`src/rtl/uart_pkg.sv`:
```
// Shared types and helpers for the UART blocks.
package uart_pkg;

    typedef enum logic [2:0] {
        ST_IDLE,
        ST_ARMED,
        ST_START,
        ST_DATA,
        ST_PARITY,
        ST_STOP
    } state_t;

    localparam int PARITY_NONE = 0;
    localparam int PARITY_ODD  = 1;
    localparam int PARITY_EVEN = 2;

    // Frame length in bit periods.
    function automatic int frame_len(int data_bits, int parity, int stop_bits);
        return 1 + data_bits + ((parity != PARITY_NONE) ? 1 : 0) + stop_bits;
    endfunction

endpackage

```
`src/rtl/uart_baud_edge.sv`:
```
// Rising-edge detector for the baud square wave; shared with the receiver.
module baud_edge (
    input  logic clk_i,
    input  logic rst_i,
    input  logic baud_i,
    output logic tick_o
);

    logic baud_q;

    always_ff @(posedge clk_i) begin
        if (rst_i) baud_q <= 1'b0;
        else       baud_q <= baud_i;
    end

    assign tick_o = baud_i & ~baud_q;

endmodule

```
`src/rtl/uart_tx.sv`:
```
// UART transmitter: valid/ready byte input, start/data/parity/stop framing on tx_o.
module uart_tx
    import uart_pkg::*;
#(
    parameter int DATA_BITS = 8,
    parameter int STOP_BITS = 1,
    parameter int PARITY    = 0
) (
    input  logic                 clk_i,
    input  logic                 rst_i,
    input  logic                 baud_i,
    input  logic [DATA_BITS-1:0] data_i,
    input  logic                 valid_i,
    output logic                 ready_o,
    output logic                 tx_o,
    output logic                 busy_o
);

    // Out-of-range settings fall back to no parity and one stop bit.
    localparam int PAR_EFF  = (PARITY == PARITY_ODD || PARITY == PARITY_EVEN) ? PARITY : PARITY_NONE;
    localparam int STOP_EFF = (STOP_BITS == 2) ? 2 : 1;
    localparam bit ODD      = (PAR_EFF == PARITY_ODD);
    localparam logic [3:0] LAST_DATA = 4'(DATA_BITS - 1);
    localparam logic [3:0] LAST_STOP = 4'(STOP_EFF - 1);

    state_t               state, state_d;
    logic [DATA_BITS-1:0] shift, shift_d;
    logic [3:0]           cnt, cnt_d;
    logic                 tx, tx_d;
    logic                 par, par_d;
    logic                 pend, pend_d;
    logic                 tick, xfer, final_stop;

    baud_edge u_edge (
        .clk_i  (clk_i),
        .rst_i  (rst_i),
        .baud_i (baud_i),
        .tick_o (tick)
    );

    assign final_stop = (state == ST_STOP) && (cnt == LAST_STOP);
    assign ready_o    = (state == ST_IDLE) || (final_stop && !pend);
    assign busy_o     = (state != ST_IDLE);
    assign tx_o       = tx;
    assign xfer       = valid_i & ready_o;

    always_comb begin
        state_d = state;
        shift_d = shift;
        cnt_d   = cnt;
        tx_d    = tx;
        par_d   = par;
        pend_d  = pend;
        if (xfer) begin
            shift_d = data_i;
            par_d   = (^data_i) ^ ODD;
        end
        case (state)
            ST_IDLE:  if (xfer) state_d = ST_ARMED;
            ST_ARMED: if (tick) begin
                state_d = ST_START;
                tx_d    = 1'b0;
            end
            ST_START: if (tick) begin
                state_d = ST_DATA;
                tx_d    = shift[0];
                shift_d = shift >> 1;
                cnt_d   = '0;
            end
            ST_DATA: if (tick) begin
                if (cnt == LAST_DATA) begin
                    cnt_d = '0;
                    if (PAR_EFF != PARITY_NONE) begin
                        state_d = ST_PARITY;
                        tx_d    = par;
                    end else begin
                        state_d = ST_STOP;
                        tx_d    = 1'b1;
                    end
                end else begin
                    cnt_d   = cnt + 4'd1;
                    tx_d    = shift[0];
                    shift_d = shift >> 1;
                end
            end
            ST_PARITY: if (tick) begin
                state_d = ST_STOP;
                tx_d    = 1'b1;
            end
            ST_STOP: begin
                // A byte taken during the last stop bit chains straight into the next start bit.
                if (xfer) pend_d = 1'b1;
                if (tick) begin
                    if (cnt != LAST_STOP) begin
                        cnt_d = cnt + 4'd1;
                    end else begin
                        cnt_d  = '0;
                        pend_d = 1'b0;
                        if (pend || xfer) begin
                            state_d = ST_START;
                            tx_d    = 1'b0;
                        end else begin
                            state_d = ST_IDLE;
                        end
                    end
                end
            end
            default: state_d = ST_IDLE;
        endcase
    end

    always_ff @(posedge clk_i) begin
        if (rst_i) begin
            state <= ST_IDLE;
            shift <= '0;
            cnt   <= '0;
            tx    <= 1'b1;
            par   <= 1'b0;
            pend  <= 1'b0;
        end else begin
            state <= state_d;
            shift <= shift_d;
            cnt   <= cnt_d;
            tx    <= tx_d;
            par   <= par_d;
            pend  <= pend_d;
        end
    end

endmodule

```
`config.mk`:
```
export PLATFORM = sky130hd
export DESIGN_NAME = uart_tx
export DESIGN_NICKNAME = d
export VERILOG_FILES = /design/src/rtl/uart_pkg.sv /design/src/rtl/uart_baud_edge.sv /design/src/rtl/uart_tx.sv
export SDC_FILE = /design/constraint.sdc
export NUM_CORES = 1
export LEC_CHECK = 0
export BUFFER_PORTS_ARGS = -buffer_cell sky130_fd_sc_hd__buf_2
export CAP_MARGIN = 40
export CORE_MARGIN = 2
export CORE_UTILIZATION = 55
export DETAILED_ROUTE_END_ITERATION = 10
export PLACE_DENSITY = 0.8
export SYNTH_ARGS = -nofsm -noshare
export SYNTH_HDL_FRONTEND = slang
export SYNTH_SLANG_ARGS = --single-unit
```
`constraint.sdc`:
```
create_clock -name clk_i -period 2.1 [get_ports clk_i]
set_input_delay 0.21 -clock clk_i [delete_from_list [all_inputs] [get_ports clk_i]]
set_output_delay 0.21 -clock clk_i [all_outputs]
set_load 0.1 [all_outputs]
```
==> results of run 1 <==
cell usage in the layout (no fill, tap or decap), types with 2 or more instances in the layout:
cell type and n:
nand2b_1 3, nor2_1 26, buf_2 14, dfxtp_1 18
o21a_1 2, nand3_1 3, a31oi_1 4, nor3_1 9
a2111oi_2 7, and3b_1 2, a211oi_1 3, buf_4 3
ha_1 2, o211ai_1 2, nor2b_1 3, o21ai_0 3
clkbuf_4 3, inv_1 5, a21oi_1 5, nand2_1 3
layout make-up:
class	count	area share [%]
clock buffers	3	1.87
inverters	6	2.28
flip-flops and latches	18	29.9
repair buffers	17	7.68
well taps	27	2.80
multi-input cells	96	55.5
registers in the layout (all words and copies together), names as in the netlist:
signal and count:
shift 8, u_edge.baud_q 1, state 3, cnt 4
pend 1, tx_o 1
routing by layer:
layer	wire, um	up-vias	share of wire, %	GRT usage [%]
li1	-	496	-	-
met1	1090	454	47	28.0
met2	1090	21	48	33.1
met3	103	3	4.5	5.86
met4	10	0	0.44	2.86
met5	0	-	0	0
worst reg2reg max path: cells and delay by family (launching register included):
kind	cells	cell delay (ps)
compound gates	1	360
flops	1	510
simple gates	3	730
metrics by stage:
stage	util [%]	area, sq um	power, uW	worst slack [ps]	hold WS [ps]
CTS	61.9	1190	760	15.8	178
floorplan	-	1090	556	376	338
detailed placement	60.7	1170	594	354	486
finish	62.7	1200	766	104	182
global route	62.7	1200	805	1.32	192
global placement	60.7	1170	589	397	482
cells by family (layout without fill, tap and decap cells):
| family | after synthesis | in the layout | share of synthesized area [%] |
|---|---|---|---|
| adder cells (fa/ha/maj) | 2 | 2 | 2.30 |
| flip-flops | 18 | 18 | 33.1 |
| AND/OR/NAND/NOR | 60 | 60 | 31.9 |
| buffers and inverters | 13 | 26 | 5.63 |
| AO/OA/AOI/OAI | 34 | 34 | 27.1 |
how the worst min path moves through the flow:
| stage | cells after the start | endpoint | startpoint |
|---|---|---|---|
| final | 3 | shift[7] | data_i[7] |
| after global routing | 2 | u_edge.baud_q | baud_i |
| after CTS | 2 | u_edge.baud_q | baud_i |
| after detailed placement | 2 | shift[7] | shift[7] |
| after global placement | 2 | u_edge.baud_q | baud_i |
| after floorplan | 1 | u_edge.baud_q | baud_i |
report_power, final:
part	total [uW]	internal [uW]	leakage, uW	switching, uW
sequential	385	365	0.000148	20.0
clock	170	66.9	0.0000138	103
combinational	211	68.7	0.000300	142
==> results.yml, run 1 <==
clock_network:
  ctsResizeCount: 0
  tritoncts: "done"
  clockRootBuffer: "clkbuf_4"
  post_cts_repair_timing_setup_buffer_count: 0
  cts-htree-levels: 1
  worst_skew_pair.late_latency_ps: 300
  cts.path.max_buffers: 2
  tritoncts.num_buffers: 3
  clk_pin_slew_worst_paths_ps: 100
  ctsHoldBuffers: 0
  cts_sinks: 18
setup_path:
  setup.reg_to_reg.worst_slack_ps: 390
  worstPathCellList: "inv_1 -> ha_1 -> nor3b_2 -> a21oi_4 -> clkinv_4 -> buf_2"
  setup.worst_path.end_class: "output pin"
  crit_required_ps: 1890
  crit_arrival_ps: 1790
  r2r-start: "state[1]"
  critical_path_class: "reg -> out"
  crit_path_buf_inv_count: 3
  worst_r2r_endpoint: "shift[1]"
  worstSetupStartpoint: "cnt[0]"
  endpoint: "ready_o"
  cpMaxStageDelayCell: "buf_2"
  worst_setup_path_start_kind: "flip-flop"
  r2r.worst_path.cells: 4
  cp_slowest_stage_delay_ps: 420
  critical_path_peak_fanout: 5
  path_length_in_cells_of_the_critical_path: 6
  critical-path-top-delay-family: "buffers and inverters"
floorplan:
  die_width_um: 48.5
  die_height_um: 48.5
  ioPinCount: 15
  die-area_sq_um: 2350
  start_util_pct: 56.7
  floorplan.rows: 16
  core-area_sq_um: 1920
finish:
  finalNetCount: 156
  areaGrowthSynthToFinish_pct: 10.6
  post_route_cells_drive_above_1_share_pct: 25.0
  antenna-diode-count: 0
  layout.filler_cells: 172
  seqCellArea_sq_um: 360
  layoutNonFillerInstCount: 167
  multi_input_area_sq_um: 668
timing:
  period_minus_slack_ps: 2000
  final_min_period_over_clock_period_pct: 95.0
  timing.final.hold_violations: 0
  worstMarginPinSlew_ps: 484
  setup_repair_after_global_routing_missed_its_margin: "false"
  maxClockFrequency_ghz: 0.501
  final_max_slew_viol_count: 0
  finalSetupTns_ps: 0
  max-slew-margin-rel_pct: 68.0
  fin_worst_skew_ps: 7.21
  finalSetupViolations: 0
logic_synthesis:
  synth_seq_area_share_pct: 33.1
  ys_types: 40
  synth.net_count: 141
  yosys-top-cells-area: "dfxtp_1 (33%), a2111oi_2 (9.6%), nor2_1 (9.0%)"
  netlist.area_leader.share_pct: 33.1
  ys_async_sr_fraction_pct: 0
  yosys.cell_count.top_type: "nor2_1"
  synth_seq_cells: 18
  synth_cells: 127
  syn_area_per_cell_sq_um: 8.58
  synth_enable_flop_cells: 0
  synth_largest_area_cell: "dfxtp_1"
  yosys_warnings: 0
  post_synth_instance_area_sq_um: 1090
  top_cells_by_count_synth: "nor2_1 (26), dfxtp_1 (18), nor3_1 (9)"
  synthFlopType: "dfxtp_1"
drt:
  wl_um: 2290
  wl_per_cell_um: 13.7
  route.antenna.remaining_nets: 0
  drt_first_iter_violations: 23
  average_via_count_per_standard_cell: 5.83
  detailroute.via_count: 974
  route.detailed.drc: 0
  drt_pass1_iterations: 4
grt:
  antenna_found_initial: 0
  pin_count_of_the_biggest_net_entering_global_routing: 20
  global_route_wire_length_before_repair_um: 3850
  number_of_global_route_vias_before_repair: 846
  globalRoute.totalOverflow: 0
  globalRouteTotalUtil_pct: 20.5
place:
  place_congestion: 0.915
  detailed_placement_wirelength_estimate_um: 1700
  placed_cells: 162
  port-buffer-count: 14
power:
  p_leak_uw: 0.000461
  power.density_cell_area_nw_per_um2: 635
  power.ir.vdd_worst_mv: 0.389
status:
  status: "complete, no violations"
min_path:
  timing.hold.worst.class: "in -> reg"
run:
  count_of_maximum_capacitance_violations: 0
No activity file was read; power rests on OpenSTA's default activity.
==> inputs of run 2 (changes only) <==
- CORE_UTILIZATION: 55 -> 50
- PLACE_DENSITY: 0.8 -> 0.77
- clock period: 2.1 -> 1.7 ns (I/O delays scaled with it)
==> run 2 against run 1 <==
Against the previous run: sequential cell count stayed put; sequential share of layout area is 3.8 points lower; combinational power is 55% higher; critical path depth stayed put; clock skew is 0.77 ps higher; utilization is 7.6 points higher; first-iteration DRC count is 52% higher; via count is 8.2% higher; cell count is 6.0% higher; worst setup slack worse by 94 ps; die area is 9.1% higher; register-to-register slack worse by 360 ps; largest cell class unchanged; largest power group unchanged; highest routed layer unchanged.
==> results.yml, run 2 (same netlist as run 1, synthesis figures left out) <==
run:
  count_of_maximum_capacitance_violations: 0
drt:
  drt_first_iter_violations: 35
  route.detailed.drc: 0
  detailroute.via_count: 1054
  drt_pass1_iterations: 4
  wl_per_cell_um: 15.9
  average_via_count_per_standard_cell: 5.95
  route.antenna.remaining_nets: 0
  wl_um: 2810
power:
  power.ir.vdd_worst_mv: 0.430
  power.density_cell_area_nw_per_um2: 767
  finalPower_uw: 1080
  p_leak_uw: 0.000538
clock_network:
  clk_pin_slew_worst_paths_ps: 120
  clockRootBuffer: "clkbuf_4"
  tritoncts: "done"
  cts.path.max_buffers: 2
  cts-htree-levels: 1
  tritoncts.num_buffers: 3
  cts_sinks: 18
  ctsHoldBuffers: 0
  worst_skew_pair.late_latency_ps: 300
floorplan:
  die-area_sq_um: 2570
  ioPinCount: 15
  core-area_sq_um: 2000
  floorplan.rows: 16
  start_util_pct: 54.4
  die_width_um: 50.7
  die_height_um: 50.7
setup_path:
  crit_arrival_ps: 1520
  cp_slowest_stage_delay_ps: 390
  cpMaxStageDelayCell: "dfxtp_4"
  worstPathCellList: "inv_4 -> ha_4 -> nor3b_4 -> a21oi_4 -> clkinv_8 -> buf_12"
  critical_path_class: "reg -> out"
  worst_setup_path_start_kind: "flip-flop"
  critical_path_peak_fanout: 4
  crit_required_ps: 1530
  setup.worst_path.end_class: "output pin"
finish:
  top_library_cells_by_usage_in_the_layout_fill_and_taps_aside: "nor2_1 (26), dfxtp_1 (15), buf_2 (13)"
  finalNetCount: 165
  reg_top3: "shift x8, cnt x4, state x3"
  largest_register_ffs: 8
  post_route_cells_drive_above_1_share_pct: 36.0
  antenna-diode-count: 0
  regMostFlops: "shift"
  areaGrowthSynthToFinish_pct: 29.0
  layout_commonest_cell: "nor2_1"
  layoutNonFillerInstCount: 177
place:
  detailed_placement_wirelength_estimate_um: 1950
  placed_cells: 167
  port-buffer-count: 14
  place_congestion: 0.825
timing:
  maxClockFrequency_ghz: 0.592
  fin_worst_skew_ps: 7.98
  period_minus_slack_ps: 1690
  final_max_slew_viol_count: 0
  final_min_period_over_clock_period_pct: 99.4
  timing.final.hold_violations: 0
  max-slew-margin-rel_pct: 65.3
  worstMarginPinSlew_ps: 520
  setup_repair_after_global_routing_missed_its_margin: "true"
  fin_hold_ws_ps: 130
  finalSetupViolations: 0
grt:
  globalRouteTotalUtil_pct: 21.8
  globalRoute.totalOverflow: 0
  number_of_global_route_vias_before_repair: 939
  pin_count_of_the_biggest_net_entering_global_routing: 20
  antenna_found_initial: 0
  global_route_wire_length_before_repair_um: 4310
status:
  status: "complete, no violations"
min_path:
  timing.hold.worst.class: "in -> reg"
[run 2: worst max-delay path: cells and delay by family, from the launching register on]
| kind | cells | cell delay, ps |
|---|---|---|
| DFF | 1 | 390 |
| buffers and inverters | 3 | 290 |
| AOI/OAI and AO/OA | 1 | 230 |
| and+or+nand+nor | 1 | 160 |
| adders and majority gates | 1 | 140 |
[run 2: path summary, 6_finish.rpt]
path | start | end | slack (ps) | depth (start not counted)
worst max-delay path | cnt[1] | ready_o | 10 | 6
worst min-delay path | baud_i | u_edge.baud_q | 130 | 2
worst max register to register | cnt[1] | shift[4] | 30 | 8
worst min register to register | shift[7] | shift[7] | 540 | 2
[run 2: layer usage]
metal,vias up,global-route usage [%],part of all wire (%)
met3,4,3.27,6.7
met4,0,5.86,0.82
li1,516,-,-
met1,494,27.8,41
met2,40,38.2,52
met5,-,0,0
[run 2: power by group]
group          internal [uW]  total (uW)  switching [uW]
clock network            131         278             147
registers                450         473            23.3
logic                    122         328             206
[run 2: metrics by stage]
stage	instance area (sq um)	worst slack, ps	utilization, %	TNS [ps]
2_1_floorplan	1100	16.3	-	0
3_3_place_gp	1230	96.8	61.3	0
3_5_place_dp	1230	18.5	61.3	0
4_1_cts	1300	4.50	64.8	0
5_1_grt	1410	-62.0	70.3	-212
6_report	1410	10.8	70.3	0
[run 2: final cells by class]
cell class	count	area [sq um]
flip-flops and latches	18	367
well taps	27	33.8
multi-input cells	96	749
repair buffers	26	183
clock buffers	4	36.3
inverters	6	37.5
fillers	144	596
[run 2: what timing repair did]
| item | in CTS | in global routing |
|---|---|---|
| buffers inserted | 3 | 3 |
| gates cloned | 0 | 0 |
| pin swaps | 1 | 5 |
| setup endpoints to repair | 2 | 11 |
| gates resized for setup | 4 | 15 |
